===== config.mk =====
export PLATFORM = sky130hd
export DESIGN_NAME = result_unloader
export DESIGN_NICKNAME = d
export VERILOG_FILES = /design/src/rtl/result_unloader.sv
export SDC_FILE = /design/constraint.sdc
export NUM_CORES = 1
export LEC_CHECK = 0
export ABC_AREA = 1
export BUFFER_PORTS_ARGS = -buffer_cell sky130_fd_sc_hd__buf_2
export CAP_MARGIN = 40
export CORE_MARGIN = 2
export CORE_UTILIZATION = 34
export DETAILED_ROUTE_END_ITERATION = 10
export SETUP_SLACK_MARGIN = 0.05
export SYNTH_ARGS = -nofsm -noshare
export SYNTH_HDL_FRONTEND = slang
export SYNTH_SLANG_ARGS = --single-unit

===== constraint.sdc =====
create_clock -name clk -period 1.64 [get_ports clk]
set_input_delay 0.082 -clock clk [delete_from_list [all_inputs] [get_ports clk]]
set_output_delay 0.082 -clock clk [all_outputs]
set_load 0.05 [all_outputs]

===== src/rtl/result_unloader.sv =====
// Drains the result vector from byte-addressed data memory after the core
// finishes. Each result word is assembled big-endian and then presented
// on a valid/ready stream. The core cycle count is latched at start.
module result_unloader #(
    parameter int unsigned ROWS      = 4,
    parameter int unsigned COLS      = 4,
    parameter int unsigned ADDR_W    = 16,
    parameter int unsigned BASE_ADDR = ROWS*COLS*4 + COLS*4
) (
    input  logic                    clk,
    input  logic                    rst_n,
    input  logic                    done,
    input  logic [15:0]             clock_count,
    output logic                    mem_rd_en,
    output logic [ADDR_W-1:0]       mem_addr,
    input  logic [7:0]              mem_rd_data,
    output logic                    out_valid,
    input  logic                    out_ready,
    output logic [31:0]             out_data,
    output logic [$clog2(ROWS):0]   out_index,
    output logic                    out_last,
    output logic                    busy,
    output logic                    complete,
    output logic [15:0]             cycles_latched
);

    localparam int unsigned IDX_W = $clog2(ROWS) + 1;

    typedef enum logic [2:0] {
        S_IDLE,
        S_FETCH,
        S_LAST,
        S_PRESENT,
        S_FINISH
    } state_t;

    state_t            state;
    state_t            state_nxt;
    logic [IDX_W-1:0]  idx;
    logic [1:0]        byte_cnt;
    logic              is_last_word;

    assign is_last_word = (idx == IDX_W'(ROWS - 1));
    assign out_index    = idx;

    // State register
    always_ff @(posedge clk or negedge rst_n) begin
        if (!rst_n) begin
            state <= S_IDLE;
        end else begin
            state <= state_nxt;
        end
    end

    // Next-state and state-decoded outputs
    always_comb begin
        state_nxt = state;
        mem_rd_en = 1'b0;
        mem_addr  = '0;
        out_valid = 1'b0;
        out_last  = 1'b0;
        busy      = 1'b0;
        complete  = 1'b0;
        case (state)
            S_IDLE: begin
                if (done) begin
                    state_nxt = S_FETCH;
                end
            end
            S_FETCH: begin
                mem_rd_en = 1'b1;
                mem_addr  = ADDR_W'(BASE_ADDR) + (ADDR_W'(idx) << 2) + ADDR_W'(byte_cnt);
                busy      = 1'b1;
                if (byte_cnt == 2'd3) begin
                    state_nxt = S_LAST;
                end
            end
            S_LAST: begin
                busy      = 1'b1;
                state_nxt = S_PRESENT;
            end
            S_PRESENT: begin
                out_valid = 1'b1;
                out_last  = is_last_word;
                busy      = 1'b1;
                if (out_ready) begin
                    state_nxt = is_last_word ? S_FINISH : S_FETCH;
                end
            end
            S_FINISH: begin
                complete = 1'b1;
            end
            default: begin
                state_nxt = S_IDLE;
            end
        endcase
    end

    // Word assembly, index/byte counters and cycle-count latch
    always_ff @(posedge clk or negedge rst_n) begin
        if (!rst_n) begin
            idx            <= '0;
            byte_cnt       <= '0;
            out_data       <= '0;
            cycles_latched <= '0;
        end else begin
            case (state)
                S_IDLE: begin
                    if (done) begin
                        idx            <= '0;
                        byte_cnt       <= '0;
                        cycles_latched <= clock_count;
                    end
                end
                S_FETCH: begin
                    // The first shift carries a stale byte that is pushed out by the last one.
                    byte_cnt <= byte_cnt + 2'd1;
                    out_data <= {out_data[23:0], mem_rd_data};
                end
                S_LAST: begin
                    out_data <= {out_data[23:0], mem_rd_data};
                end
                S_PRESENT: begin
                    if (out_ready && !is_last_word) begin
                        idx      <= idx + IDX_W'(1);
                        byte_cnt <= '0;
                    end
                end
                default: begin
                end
            endcase
        end
    end

endmodule


==> metrics.md <==
| Metric | Value |
|---|---|
| Failing checks | negative setup slack |
| Gr busiest metal | met2 |
| First-pass GRT wire length | 9150 µm |
| Rows | 30 |
| Sequential share of power | between 50 and 60% |
| Worst EP arrival | 1560 ps |
| Crit path capture type | output port |
| Htree depth | 2 |
| Synthesis Warnings | 0 |
| F_max | between 600 and 700 MHz |
| Final WS setup | -3.43 ps |
| Gpl congestion | between 0.7 and 0.8 |
| Post-DP Area | 0.00300 mm² |
| CTS tree | done |
| Post-Synthesis Cells | 288 |
| CP cell instances | nor2_2, inv_2, nor2_4, clkinvlp_4, buf_12, nor2_4, buf_6 |
| Pwr Total | 2310 µW |
| CP required | approximately 1600 ps |
| Vias per inst | 4.20 |
| Initial Utilization | 35.4% |
| Slowest stage delay, CP | 410 ps |
| P_sw | 537 µW |
| DIE AREA | 0.00780 mm² |
| CTS max path bufs | 2 |
| Top post-synthesis cells by area | dfrtp_1, nand2_1, inv_1 |
| Register bit count reported by yosys | 56 |
| Met2 GRT Util | 23.9% |
| DRT antenna net count | 0 |
| Count of different cell masters after synthesis | 19 |
| Largest net degree at the start of global routing | 42 |
| GR Util met3 | 3.54% |
| Crit Path Category | flop to output port |
| Sequential share of the synthesized area | about three fifths |
| Clock skew | approximately 5.1 ps |
| Worst-case vdd ir drop | 0.349 mV |
| HPWL after DPL | 3790 µm |
| Initial antenna violation count | 0 |
| Nets | about 430 |
| Worst hold margin | 12.5 ps |
| Clk_lat worst skew | between 300 and 400 ps |
| Startpoint types | flop |
| Setup violators final | 1 |
| Fin crit period | 1640 ps |
| Drt first-iter violations | about 100 |
| DIE HEIGHT | 88.3 µm |
| Max stage delay cell, worst path | dfrtp_1 |
| Via count | 2092 |
| CORE AREA | 0.00683 mm² |
| Hold crit path type | primary input to flop |
| Crit path top cell by count | nor2_4 |
| CTS buffer count | 5 |
| CTS root buf | clkbuf_8 |
| Share of cells above drive strength 1 | 33.3% |
| PwrDens | just under 700 mW/mm² |
| DR WL/cell | 11.3 µm |
| Most area-hungry cell type in the Yosys netlist | dfrtp_1 |
| Final count of hold timing violations | 0 |
| Setup Total Neg Slack | -3.43 ps |
| Clock sink count | 56 |
| Slew Limit Fails | 0 |
| Status | finished with violations |
| CP max FO | 7 |
| Die width | 88.3 µm |
| Clock share of power | 34.3% |
| Clk slew on worst S/H paths | roughly 100 ps |
| Synth Cell Area | 0.00242 mm² |
| Sw Share | roughly 23% |
| Routed wire length | 5640 µm |
| Comb power frac | ~6.0% |
| Syn avg cell area | 8.39 µm² |
| Port bufs | 90 |
| MaxCap Viol Count | 0 |
| DRC Markers | 0 |
| Pre-Repair DR Iteration Count | 4 |
| All-Layer GR Usage | 14.9% |
| Antenna cells | 0 |
| Gr ovfl total | 0 |
| P_int | 1780 µW |
| Global-route met1 utilization | 20.2% |
| Io pins | 100 |
| Top-area cell type share of the netlist area | 58.0% |
| Top delay family on crit path | buffers and inverters |
| Final period util | 100% |
| P&R area growth vs syn | 40.3% |
| Vias in the first global route | 2007 |
| Leakage | slightly below 0.002 µW |
| RSZ-0062 raised after global routing | true |
| Post-route design area | between 0.003 and 0.004 mm² |
| Worst Path Buf+Inv | 4 |
[logic make-up after synthesis]
group | Yosys count | share of synthesized area (%)
compound gates | 24 | 4.97
fa+ha+maj | 3 | 1.55
buf+inv | 54 | 10.7
flops | 56 | 58.0
other cells | 1 | 0.155
simple gates | 150 | 24.6
[synth_stat cells]
cell and number:
nand3_2 1, nand3_1 5, nand3b_1 1, nand2_2 1, ha_1 3, nor2_2 2
clkbuf_2 1, o21ai_0 21, nand2_1 130, inv_2 1, nor2_1 9, inv_1 34
nor2_4 1, conb_1 1, dfrtp_1 56, buf_4 13, o21ai_1 2, a21oi_1 1
buf_2 5
[layout make-up]
| cell class | count | area (µm²) |
|---|---|---|
| Inverter | 35 | 138 |
| Clock buffer | 6 | 82.6 |
| Timing Repair Buffer | 117 | 774 |
| Tap cell | 96 | 120 |
| Fill cell | 680 | 3440 |
| Sequential cell | 56 | 1410 |
| Clock inverter | 2 | 13.8 |
| Multi-Input combinational cell | 186 | 856 |
[cells in the final DEF (no fill, tap or decap), drive strengths merged]
cell         instances
ha                   3
nand3                6
o21ai               23
clkinv               1
clkbuf               7
conb                 9
nand3b               1
clkinvlp             1
inv                 35
a21oi                1
nor2                12
dlygate4sd3         13
dfrtp               56
buf                103
nand2              131
[tightest hold or removal path: stages]
cell,delay [ps]
buf_2,90
inv_1,40
o21ai_0,70
[path summary, 6_finish.rpt]
kind	start	end	slack [ps]	cells after the start
max	state[2]	mem_addr[3]	-3	7
min in group asynchronous	rst_n	out_data[28]	220	2
min	clock_count[1]	cycles_latched[1]	10	3
max reg2reg	out_index[0]	out_index[0]	120	6
min reg2reg	cycles_latched[2]	cycles_latched[2]	490	2
max in group asynchronous	rst_n	out_index[2]	850	3
[stage by stage]
stage	utilization (%)	std cells	setup WS, ps
2_1_floorplan	-	296	-64.4
3_3_place_gp	43.8	467	127
3_5_place_dp	43.8	467	85.7
4_1_cts	48.8	494	-3.93
5_1_grt	49.6	498	-74.9
6_report	49.6	498	-3.43
[flip-flops by register name (all words and copies together), names as in the netlist]
register and cells:
byte_cnt 2, state 3, out_index 3, out_data 32, cycles_latched 16
[power by group through the flow]
stage	Sequential, µW	Combinational, µW	Clock, µW
6_report	1380	140	794
3_5_place_dp	1410	119	0
4_1_cts	1380	143	837
3_3_place_gp	1410	118	0
2_1_floorplan	1410	68.5	0
5_1_grt	1380	156	898
[routing by layer]
layer | up-vias | wire length (µm)
met1 | 961 | 2640
met3 | 8 | 273
met4 | 0 | 84
met5 | - | 0
met2 | 54 | 2640
li1 | 1069 | -
[what timing repair did]
action,4_1_cts,5_1_grt
gates cloned,0,0
pin swaps,2,3
endpoints found under the setup margin,7,28
buffers inserted,6,4
gates resized for setup,19,9
endpoints found under the hold margin,27,0
hold buffers,13,0
No activity file was read; power rests on OpenSTA's default activity.
